**src/rtl/display_scan_ctrl.sv**
```systemverilog
// Multiplexed 7-segment scan controller: one shared BCD decoder, common-anode digits,
// dead-time blanking between digits and frame-boundary double buffering of display data.
module display_scan_ctrl #(
  parameter int DIGITS       = 4,
  parameter int REFRESH_DIV  = 50000,
  parameter int BLANK_CYCLES = 500,
  parameter int LZB          = 1
) (
  input  logic                  clk,
  input  logic                  rst,
  input  logic [4*DIGITS-1:0]   digits_in,
  input  logic [DIGITS-1:0]     digit_en_in,
  input  logic [DIGITS-1:0]     dp_in,
  input  logic                  load,
  output logic [3:0]            bcd_out,
  output logic [DIGITS-1:0]     an_n,
  output logic                  dp_n,
  output logic                  frame_done
);

  localparam int CMAX = (REFRESH_DIV > BLANK_CYCLES) ? REFRESH_DIV : BLANK_CYCLES;
  localparam int CW   = (CMAX > 1) ? $clog2(CMAX) : 1;
  localparam int IW   = (DIGITS > 1) ? $clog2(DIGITS) : 1;

  localparam logic [CW-1:0]     SHOW_LAST  = CW'(REFRESH_DIV - 1);
  localparam logic [CW-1:0]     BLANK_LAST = CW'(BLANK_CYCLES - 1);
  localparam logic [CW-1:0]     CNT_ONE    = CW'(1);
  localparam logic [IW-1:0]     IDX_LAST   = IW'(DIGITS - 1);
  localparam logic [IW-1:0]     IDX_ONE    = IW'(1);
  localparam logic [DIGITS-1:0] AN_ONE     = DIGITS'(1);

  typedef enum logic [0:0] {
    S_SHOW  = 1'b0,
    S_BLANK = 1'b1
  } state_t;

  state_t                   r_state, w_state_nxt;
  logic [CW-1:0]            r_cnt, w_cnt_nxt;
  logic [IW-1:0]            r_idx, w_idx_nxt;
  logic                     w_wrap;

  logic [DIGITS-1:0][3:0]   r_act_dig, w_act_dig_nxt;
  logic [DIGITS-1:0]        r_act_en, w_act_en_nxt;
  logic [DIGITS-1:0]        r_act_dp, w_act_dp_nxt;
  logic [DIGITS-1:0][3:0]   r_pend_dig, w_pend_dig_nxt;
  logic [DIGITS-1:0]        r_pend_en, w_pend_en_nxt;
  logic [DIGITS-1:0]        r_pend_dp, w_pend_dp_nxt;
  logic                     r_pend_valid, w_pend_valid_nxt;

  logic [DIGITS-1:0]        w_lzb;
  logic [DIGITS-1:0]        w_vis;

  logic [3:0]               r_bcd, w_bcd_nxt;
  logic [DIGITS-1:0]        r_an_n, w_an_nxt;
  logic                     r_dp_n, w_dp_nxt;
  logic                     r_frame_done, w_frame_done_nxt;

  // Slot sequencing: SHOW for REFRESH_DIV cycles, BLANK for BLANK_CYCLES, then next digit.
  always_comb begin
    w_state_nxt = r_state;
    w_cnt_nxt   = r_cnt + CNT_ONE;
    w_idx_nxt   = r_idx;
    w_wrap      = 1'b0;
    case (r_state)
      S_SHOW: begin
        if (r_cnt == SHOW_LAST) begin
          w_state_nxt = S_BLANK;
          w_cnt_nxt   = '0;
        end else begin
          w_state_nxt = S_SHOW;
        end
      end
      S_BLANK: begin
        if (r_cnt == BLANK_LAST) begin
          w_state_nxt = S_SHOW;
          w_cnt_nxt   = '0;
          if (r_idx == IDX_LAST) begin
            w_idx_nxt = '0;
            w_wrap    = 1'b1;
          end else begin
            w_idx_nxt = r_idx + IDX_ONE;
          end
        end else begin
          w_state_nxt = S_BLANK;
        end
      end
      default: begin
        w_state_nxt = S_SHOW;
        w_cnt_nxt   = '0;
        w_idx_nxt   = '0;
      end
    endcase
  end

  // Double buffer: loads park in pending; active only changes on the frame wrap edge.
  always_comb begin
    w_act_dig_nxt    = r_act_dig;
    w_act_en_nxt     = r_act_en;
    w_act_dp_nxt     = r_act_dp;
    w_pend_dig_nxt   = r_pend_dig;
    w_pend_en_nxt    = r_pend_en;
    w_pend_dp_nxt    = r_pend_dp;
    w_pend_valid_nxt = r_pend_valid;
    if (w_wrap) begin
      if (load) begin
        w_act_dig_nxt = digits_in;
        w_act_en_nxt  = digit_en_in;
        w_act_dp_nxt  = dp_in;
      end else if (r_pend_valid) begin
        w_act_dig_nxt = r_pend_dig;
        w_act_en_nxt  = r_pend_en;
        w_act_dp_nxt  = r_pend_dp;
      end else begin
        w_act_dig_nxt = r_act_dig;
      end
      w_pend_valid_nxt = 1'b0;
    end else if (load) begin
      w_pend_dig_nxt   = digits_in;
      w_pend_en_nxt    = digit_en_in;
      w_pend_dp_nxt    = dp_in;
      w_pend_valid_nxt = 1'b1;
    end else begin
      w_pend_valid_nxt = r_pend_valid;
    end
  end

  // Visibility per digit; leading zeros scan downward and skip disabled digits.
  always_comb begin
    logic v_zero_above;
    v_zero_above = 1'b1;
    w_lzb        = '0;
    w_vis        = '0;
    for (int i = DIGITS - 1; i >= 0; i--) begin
      w_lzb[i] = (LZB != 0) && (i != 0) && (w_act_dig_nxt[i] == 4'd0) && v_zero_above;
      v_zero_above = v_zero_above && (!w_act_en_nxt[i] || (w_act_dig_nxt[i] == 4'd0));
      w_vis[i] = w_act_en_nxt[i] && (w_act_dig_nxt[i] <= 4'd9) && !w_lzb[i];
    end
  end

  // Output values for the cycle being entered; bcd holds through BLANK.
  always_comb begin
    w_an_nxt  = {DIGITS{1'b1}};
    w_dp_nxt  = 1'b1;
    w_bcd_nxt = r_bcd;
    if (w_state_nxt == S_SHOW) begin
      w_bcd_nxt = w_act_dig_nxt[w_idx_nxt];
      if (w_vis[w_idx_nxt]) begin
        w_an_nxt = ~(AN_ONE << w_idx_nxt);
        w_dp_nxt = ~w_act_dp_nxt[w_idx_nxt];
      end else begin
        w_an_nxt = {DIGITS{1'b1}};
      end
    end else begin
      w_bcd_nxt = r_bcd;
    end
    w_frame_done_nxt = (w_state_nxt == S_BLANK) && (w_idx_nxt == IDX_LAST) &&
                       (w_cnt_nxt == BLANK_LAST);
  end

  // State, buffers and registered outputs.
  always_ff @(posedge clk) begin
    if (rst) begin
      r_state      <= S_SHOW;
      r_cnt        <= '0;
      r_idx        <= '0;
      r_act_dig    <= '0;
      r_act_en     <= '0;
      r_act_dp     <= '0;
      r_pend_dig   <= '0;
      r_pend_en    <= '0;
      r_pend_dp    <= '0;
      r_pend_valid <= 1'b0;
      r_bcd        <= 4'd0;
      r_an_n       <= {DIGITS{1'b1}};
      r_dp_n       <= 1'b1;
      r_frame_done <= 1'b0;
    end else begin
      r_state      <= w_state_nxt;
      r_cnt        <= w_cnt_nxt;
      r_idx        <= w_idx_nxt;
      r_act_dig    <= w_act_dig_nxt;
      r_act_en     <= w_act_en_nxt;
      r_act_dp     <= w_act_dp_nxt;
      r_pend_dig   <= w_pend_dig_nxt;
      r_pend_en    <= w_pend_en_nxt;
      r_pend_dp    <= w_pend_dp_nxt;
      r_pend_valid <= w_pend_valid_nxt;
      r_bcd        <= w_bcd_nxt;
      r_an_n       <= w_an_nxt;
      r_dp_n       <= w_dp_nxt;
      r_frame_done <= w_frame_done_nxt;
    end
  end

  assign bcd_out    = r_bcd;
  assign an_n       = r_an_n;
  assign dp_n       = r_dp_n;
  assign frame_done = r_frame_done;

endmodule

```
**config.mk**
```make
export PLATFORM = sky130hd
export DESIGN_NAME = display_scan_ctrl
export DESIGN_NICKNAME = d
export VERILOG_FILES = /design/src/rtl/display_scan_ctrl.sv
export SDC_FILE = /design/constraint.sdc
export NUM_CORES = 1
export LEC_CHECK = 0
export BUFFER_PORTS_ARGS = -buffer_cell sky130_fd_sc_hd__buf_2
export CAP_MARGIN = 20
export CORE_AREA = 2 2 89 91
export CTS_CLUSTER_DIAMETER = 120
export CTS_CLUSTER_SIZE = 20
export DETAILED_ROUTE_END_ITERATION = 8
export DIE_AREA = 0 0 91 93
export PLACE_DENSITY = 0.84
export SLEW_MARGIN = 10
export SYNTH_ARGS = -nofsm -noshare
export SYNTH_HDL_FRONTEND = slang
export SYNTH_SLANG_ARGS = --single-unit
```
**constraint.sdc**
```tcl
create_clock -name clk -period 2.6 [get_ports clk]
set_clock_uncertainty 0.1 [all_clocks]
set_input_delay 0.78 -clock clk [delete_from_list [all_inputs] [get_ports clk]]
set_output_delay 0.78 -clock clk [all_outputs]
set_load 0.05 [all_outputs]
```
==> results.md, run 1 <==
* Synth warn at 0
* Die area at 8460 µm²
* Gpl congestion at 0.901
* Sink Count at 78
* Min-Delay Path Class: flip-flop to flip-flop
* Global routing usage on met3 at 6.61%
* Async SR Flop Fraction at 0%
* CP max FO at 6
* Core area at 7530 µm²
* Sequential cell area fraction in the yosys report at 40.7%
* Period minus WS final at 2850 ps
* ANT cells at 0
* Post-layout nets at 614
* Crit path launch type: flip-flop
* Adder-cell area share of the yosys netlist at 0.652%
* Routed WL per cell at 18.4 µm
* Initial core utilization at 51.0%
* Worst-skew pair later-pin latency at 360 ps
* Leakage at 2.06 nW
* GRT busiest layer: met2
* Post-route setup slack at -247 ps
* Initial antenna violation count at 0
* First-pass GRT wire length at 19.6 mm
* Clk root buf: clkbuf_8
* Area growth syn-to-layout at 33.2%
* Power Density at 476 nW/µm²
* Most common cell after layout, fill and taps aside: nor2_1
* Hold_sp: r_pend_dig[0]
* Finished Layout Cells at 691
* Placement Cell Area at 4490 µm²
* Total power at 2.43 mW
* Via density at 6.16
* Final hold slack at 359 ps
* Yosys top cell by area: dfxtp_1
* Post-synth EDFFs at 0
* Num ports at 37
* Critical Path Source: r_cnt[2]
* Synth Flop Type: dfxtp_1
* Finished Cell Area at 5110 µm²
* Register Area at 1570 µm²
* Yosys top cell area share at 40.7%
* Reg clk slew, reported paths at 80 ps
* Syn Area/Cell at 7.71 µm²
* Crit path required time at 2740 ps
* Fill cell count at 591
* CTS tree: yes
* Total number of vias at 4259
* GRT overflow at 0
* Starting DRT DRC Count at 463
* Combinational family with the most area after synthesis: simple AND/OR/NAND/NOR gates
* DP HPWL at 7.53 mm
* Row count at 32
* Flops & latches, synth at 78
* Setup WS pre-CTS at -127 ps
* Buffers on Ports at 36
* Status: finished, violations left
* Synthesized area at 3840 µm²
* Gate Count Post-Synth at 498
* Total CTS buffers at 9
* Crit share post-route at 110%
* Final WL at 12.7 mm
* Syn_nets at 527
* Max-cap viol count at 0
* Synth area leaders: dfxtp_1 (41%), nor2_1 (8.3%), nand2_1 (6.7%), a21oi_1 (4.6%), o22ai_1 (3.1%)
* Worst slew pin tran at 480 ps
* XOR/XNOR Fraction of Synth Area at 3.88%
* Worst slew margin at 68.0%
* Violated checks: setup timing
* Die Width at 91 µm
* Largest net degree at the start of global routing at 39
* Synth Area in Simple Gates at 28.4%
* Ratio of cells with drive above 1 in the final layout at 30.2%
* Vias in the first global route at 4209
* Critical Path End Type: flip-flop
* Most frequent cells in the layout: nor2_1 (80), dfxtp_1 (75), nand2_1 (69)
* Reg2Reg Launch Point: r_cnt[2]
* Met2 Usage GRT at 50.4%
* Area of the multi-input gates at 2320 µm²
* Multiplexer area fraction after synthesis at 1.11%
* Max VDD drop at 0.299 mV
* WP data arrival at 2990 ps
* Gr usage total at 29.0%
* Global routing usage on met1 at 33.0%
* Peak Freq at 351 MHz
* Compound-gate portion of the synthesized area at 20.3%
* Drc violations at 0
* Max Slew Vio Count at 0
* Final setup vio count at 9
* Final hold violations at 0
* Routed Antenna Nets at 0
* Unrepaired setup endpoints after global routing: yes
* Crit Path Class: flip-flop to flip-flop
* Placed cells at 658
* H-tree levels at 3
* Synth cell types at 51
* CTS Buffer Depth at 2
* Die Ht at 93 µm
* First drt pass iteration count at 5
* Reg2reg setup slack at -250 ps
-- metal layers --
metal  wire, µm  share of wire [%]
met5          0                  0
met4        767                6.0
met3       1000                7.9
met2       6080                 48
met1       4850                 38
-- worst paths after layout --
check | to | depth (start not counted)
worst max register to register | dp_n | 11
worst min-delay path | r_pend_dig[0] | 2
worst max-delay path | dp_n | 11
worst min register to register | r_pend_dig[0] | 2
-- through the flow --
stage,util (%),setup TNS (ps)
floorplan,-,-98.5
global placement,59.7,-86.8
detailed placement,59.7,-560
CTS,66.8,-301
global route,68.0,-2080
finish,68.0,-1280
-- repair_timing --
item                       CTS  global route
gates cloned                 2             0
pin swaps                   27            12
buffers inserted            13             5
setup endpoints to repair    9            11
hold buffers                 0             0
hold endpoints to repair     0             0
gates resized for setup     41            23
-- final cells by class --
class / instances / area share [%]
multi-input cells: 375 / 45.3
flip-flops and latches: 78 / 30.6
inverters: 9 / 0.660
clock inverters: 6 / 1.71
clock buffers: 9 / 2.42
well taps: 102 / 2.50
repair buffers: 112 / 16.8
-- synth_stat cells (3+ instances only) --
cell type  count
inv_1          9
nand4_1       11
a31oi_1       10
o31ai_1        5
o21ai_1        3
xnor2_1        8
nand4b_1       3
a21o_1        10
o221ai_1       4
or3_1          3
nor3_1        12
o21ai_0       10
o22a_1         8
a21oi_1       35
and4b_1        3
nand3_1        9
o22ai_1       19
nand2b_1       4
clkbuf_1      27
nor2b_1       11
o211ai_1       4
nor4_1         7
xor2_1         9
dfxtp_1       78
buf_2          5
nor2_1        85
a22oi_1        3
nand2_1       69
-- flip-flops by register name (all words and copies together) (netlist names) --
signal        count
r_act_dig        16
r_cnt            16
r_pend_dig       16
an_n              4
bcd_out           4
r_act_dp          4
r_act_en          4
r_pend_dp         4
r_pend_en         4
r_idx             2
dp_n              1
frame_done        1
r_pend_valid      1
r_state           1
-- cells by family after synthesis --
logic type,Yosys count
adder cells (fa/ha/maj),2
AND/OR/NAND/NOR,232
flip-flops,78
XOR/XNOR,17
AO/OA/AOI/OAI,120
buffers and inverters,45
multiplexers,4
-- power by group --
group | internal (mW) | switching, mW | total, mW
Sequential | 1.22 | 0.0171 | 1.24
Combinational | 0.0781 | 0.116 | 0.194
Clock | 0.535 | 0.469 | 1.00
Total | 1.83 | 0.602 | 2.43
-- critical path, stage by stage, from the launching register on --
cell	delay [ps]
dfxtp_2	330
or4_4	590
nor4_4	290
buf_4	170
buf_6	130
and4b_1	200
o21ai_2	80
o221ai_4	100
a21oi_2	100
o21ai_1	240
and4b_1	300
o211ai_1	110
No activity file was read; power rests on OpenSTA's default activity.
==> inputs of run 2 (changes only) <==
- PLACE_DENSITY: 0.84 -> 0.82
- clock period: 2.6 -> 3.2 ns (I/O delays scaled with it)
==> results.md, run 2 (synthesis gave the netlist of run 1 again) <==
* Status: completed
* Crit path required time at 3330 ps
* Worst slew pin tran at 633 ps
* Leakage at 1.66 nW
* Final hold violations at 0
* Core area at 7530 µm²
* Via density at 5.76
* Area growth syn-to-layout at 12.3%
* Die area at 8460 µm²
* Initial antenna violation count at 0
* Most common cell after layout, fill and taps aside: nor2_1
* R2r endpoint: dp_n
* GRT overflow at 0
* Pint at 1.33 mW
* Post-layout nets at 557
* Sink Count at 78
* Global routing usage on met3 at 6.12%
* Met2 Usage GRT at 41.5%
* Worst slew margin at 57.4%
* Critical Path End Type: flip-flop
* Vias in the first global route at 3558
* Reg2Reg Launch Point: r_idx[0]
* Period minus WS final at 2960 ps
* Max Slew Vio Count at 0
* Drc violations at 0
* Gpl congestion at 0.930
* Global routing usage on met1 at 28.3%
* Crit share post-route at 92.6%
* Power Density at 417 nW/µm²
* Final hold slack at 357 ps
* ANT cells at 0
* Buffers on Ports at 36
* Final WL at 9.69 mm
* Most frequent cells in the layout: nor2_1 (85), dfxtp_1 (78), nand2_1 (69)
* Routed Antenna Nets at 0
* H-tree levels at 3
* Critical Path End: dp_n
* Critical Path Source: r_idx[0]
* Reg clk slew, reported paths at 80 ps
* Finished Cell Area at 4310 µm²
* Num ports at 37
* Peak Freq at 337 MHz
* Die Ht at 93 µm
* Switching Fraction at 26.3%
* Fill cell count at 738
* Starting DRT DRC Count at 246
* Reg power frac at 56.0%
* Initial core utilization at 51.0%
* Clock group share of total power at 36.7%
* Final setup vio count at 0
* Finished Layout Cells at 634
* DP HPWL at 7.03 mm
* Worst-skew pair later-pin latency at 360 ps
* CTS Buffer Depth at 2
* Largest net degree at the start of global routing at 34
* First drt pass iteration count at 4
* Placed cells at 618
* Max VDD drop at 0.248 mV
* Total CTS buffers at 9
* GRT busiest layer: met2
* WP data arrival at 3090 ps
* Placement Cell Area at 4140 µm²
* R2R depth at 10
* Number of hold buffers added after CTS at 0
* Clk root buf: clkbuf_8
* Reg2reg setup slack at 240 ps
* Max-cap viol count at 0
* CP max FO at 13
* Net Sw Power at 474 µW
* Gr usage total at 23.7%
* First-pass GRT wire length at 16.3 mm
* Row count at 32
* CTS tree: yes
* Crit Path Class: flip-flop to flip-flop
* Crit path launch type: flip-flop
* Routed WL per cell at 15.3 µm
* Largest registers: r_act_dig x16, r_cnt x16, r_pend_dig x16
* Combinational fraction of design power at 7.3%
* Setup TNS at 0 ps
* Ratio of cells with drive above 1 in the final layout at 15.2%
* Unrepaired setup endpoints after global routing: no
* Total number of vias at 3654
* Die Width at 91 µm
* Min-Delay Path Class: flip-flop to flip-flop
[run 2: worst min-delay path by stage]
stage                         from  cells past startpoint              to
floorplan            r_pend_dig[7]                      2   r_pend_dig[7]
global placement      r_pend_en[3]                      2    r_pend_en[3]
detailed placement    r_pend_en[3]                      2    r_pend_en[3]
CTS                   r_pend_en[3]                      2    r_pend_en[3]
global route         r_pend_dig[9]                      2   r_pend_dig[9]
finish              r_pend_dig[14]                      2  r_pend_dig[14]
[run 2: worst max-delay path, cell delays in order, from the launching register on]
cell      delay (ps)
dfxtp_1          460
ha_1             550
nand2_1          100
nor2_1           340
a31oi_1          140
o211ai_1         180
nor2b_1          300
nor2_1            80
o31ai_1          230
and4b_1          260
o211ai_1         100
[run 2: timing repair]
item	CTS	global route
setup buffers	0	1
setup endpoints to repair	0	3
endpoints found under the hold margin	0	0
resized for setup	0	1
[run 2: per-stage QoR]
step	utilization [%]	worst slack (ps)	total power, mW
floorplan	-	404	1.11
global placement	54.9	305	1.16
detailed placement	54.9	254	1.16
CTS	57.2	261	1.81
global route	57.3	1.35	1.87
finish	57.3	237	1.80
[run 2: cell type report]
class                   instances  area [µm²]  share of cell area, %
clock inverters                 6        45.0                   1.04
inverters                       9        33.8                  0.783
clock buffers                   9         124                   2.87
multi-input cells             375        2090                   48.4
flip-flops and latches         78        1560                   36.2
well taps                     102         128                   2.96
repair buffers                 55         335                   7.77
[run 2: layer usage]
| metal | up-vias | wire length (µm) |
|---|---|---|
| met1 | 1703 | 4130 |
| met2 | 126 | 4800 |
| met4 | 0 | 171 |
| met5 | - | 0 |
| li1 | 1809 | - |
| met3 | 16 | 589 |
[run 2: power by group through the flow]
stage	clock (mW)	combinational [mW]	sequential (mW)
detailed placement	0	0.130	1.03
floorplan	0	0.0876	1.02
global placement	0	0.127	1.03
CTS	0.670	0.131	1.01
global route	0.711	0.147	1.01
finish	0.660	0.132	1.01
==> inputs of run 3 (changes only) <==
- CORE_AREA: 2 2 89 91 -> 2 2 64 126
- DIE_AREA: 0 0 91 93 -> 0 0 66 128
- PLACE_DENSITY: 0.82 -> 0.81
==> results.md, run 3 (synthesis gave the netlist of run 1 again) <==
* Post-layout nets at 560
* Total CTS buffers at 9
* Worst slew pin tran at 824 ps
* GRT overflow at 0
* CTS Buffer Depth at 2
* Reg2reg setup slack at 210 ps
* First drt pass iteration count at 5
* Final hold violations at 0
* Num ports at 37
* Largest registers: r_act_dig x16, r_cnt x16, r_pend_dig x16
* DP HPWL at 7.89 mm
* R2r endpoint: an_n[1]
* Worst slew margin at 44.8%
* Initial antenna violation count at 0
* Via density at 6.08
* CTS tree: yes
* Die Ht at 128 µm
* Worst-skew pair later-pin latency at 340 ps
* Buffers on Ports at 36
* Vias in the first global route at 3705
* Gr usage total at 26.9%
* R2R depth at 9
* Ratio of cells with drive above 1 in the final layout at 15.5%
* Number of hold buffers added after CTS at 0
* Starting DRT DRC Count at 286
* Routed Antenna Nets at 0
* Peak Freq at 334 MHz
* Total power at 2.17 mW
* Hold Path Sink: r_pend_dig[3]
* Hold_sp: r_pend_dig[3]
* Unrepaired setup endpoints after global routing: no
* Critical Path End Type: flip-flop
* WP data arrival at 3080 ps
* Die area at 8450 µm²
* Post_cts resized at 0
* Clk root buf: clkbuf_16
* Most common cell after layout, fill and taps aside: nor2_1
* Core area at 7540 µm²
* Sink Count at 78
* Final setup vio count at 0
* Gpl congestion at 0.892
* Area growth syn-to-layout at 16.1%
* H-tree levels at 3
* Status: completed
* Post-CTS Setup Bufs at 0
* CP max FO at 6
* Crit path launch type: flip-flop
* Reg clk slew, reported paths at 60 ps
* Period minus WS final at 2990 ps
* Total number of vias at 3831
* Power Density at 487 nW/µm²
* Crit share post-route at 93.5%
* Routed WL per cell at 17.0 µm
* Min-Delay Path Class: flip-flop to flip-flop
* Setup TNS at 0 ps
* Largest net degree at the start of global routing at 33
* Leakage at 1.75 nW
* Row count at 45
* Reg2Reg Launch Point: r_cnt[9]
* Drc violations at 0
* Max VDD drop at 0.413 mV
* Most frequent cells in the layout: nor2_1 (85), dfxtp_1 (78), nand2_1 (69)
* Max-cap viol count at 0
* Final WL at 10.7 mm
* Worst hold stages at 2
* Die Width at 66 µm
* ANT cells at 0
* Crit path required time at 3290 ps
* Crit Path Class: flip-flop to flip-flop
* Initial core utilization at 50.9%
* Max Slew Vio Count at 0
* First-pass GRT wire length at 17.3 mm
[run 3: cell types whose count changed in the layout (fill, tap and decap cells not counted), sizes merged]
cell	change
clkbuf	+3
inv	-2
clkinv	+2
bufinv	+1
buf	+3
clkinvlp	-3
[run 3: critical path: stages, from the launching register on]
cell and delay, ps:
dfxtp_1 350, or4_1 630, nor2_1 170, nand4_1 250, o211ai_1 380, nor2b_1 290
nor2_1 110, o31ai_1 220, and4b_1 250, nand3_1 80
[run 3: layout make-up]
type	instances	area, µm²
tap	94	118
clock inverter	4	45.0
sequential	78	1560
timing repair buffer	58	358
inverter	9	33.8
fill	730	3090
clock buffer	12	256
multi-input combinational	375	2080
[run 3: per-layer routing]
metal	up-vias	wire, µm	GRT usage [%]
li1	1822	-	-
met1	1761	3630	26.5
met2	189	5660	47.7
met3	59	594	4.21
met4	0	828	22.1
met5	-	0	0
[run 3: worst max-delay path by stage]
stage / from / endpoint / slack, ps
floorplan: r_cnt[11] / an_n[1] / 400
global placement: load / dp_n / 300
detailed placement: load / an_n[1] / 290
CTS: r_cnt[9] / an_n[1] / 240
global route: r_cnt[9] / an_n[1] / 40
finish: r_cnt[9] / an_n[1] / 210
[run 3: power breakdown]
part / total, mW / switching (mW) / leakage, nW / internal (mW)
clock network: 1.03 / 0.384 / 0.152 / 0.642
logic: 0.139 / 0.0851 / 0.962 / 0.0536
registers: 1.01 / 0.0141 / 0.634 / 0.992
total: 2.17 / 0.483 / 1.75 / 1.69
[run 3: stage by stage]
step | instance area, µm² | std cells | hold WS, ps | setup slack (ps) | utilization (%)
after global placement | 4160 | 614 | 341 | 300 | 55.1
after floorplan | 3840 | 498 | 331 | 404 | -
after global routing | 4460 | 630 | 375 | 43.8 | 59.1
final | 4460 | 630 | 353 | 207 | 59.1
after detailed placement | 4160 | 614 | 345 | 291 | 55.1
after CTS | 4460 | 630 | 353 | 244 | 59.1
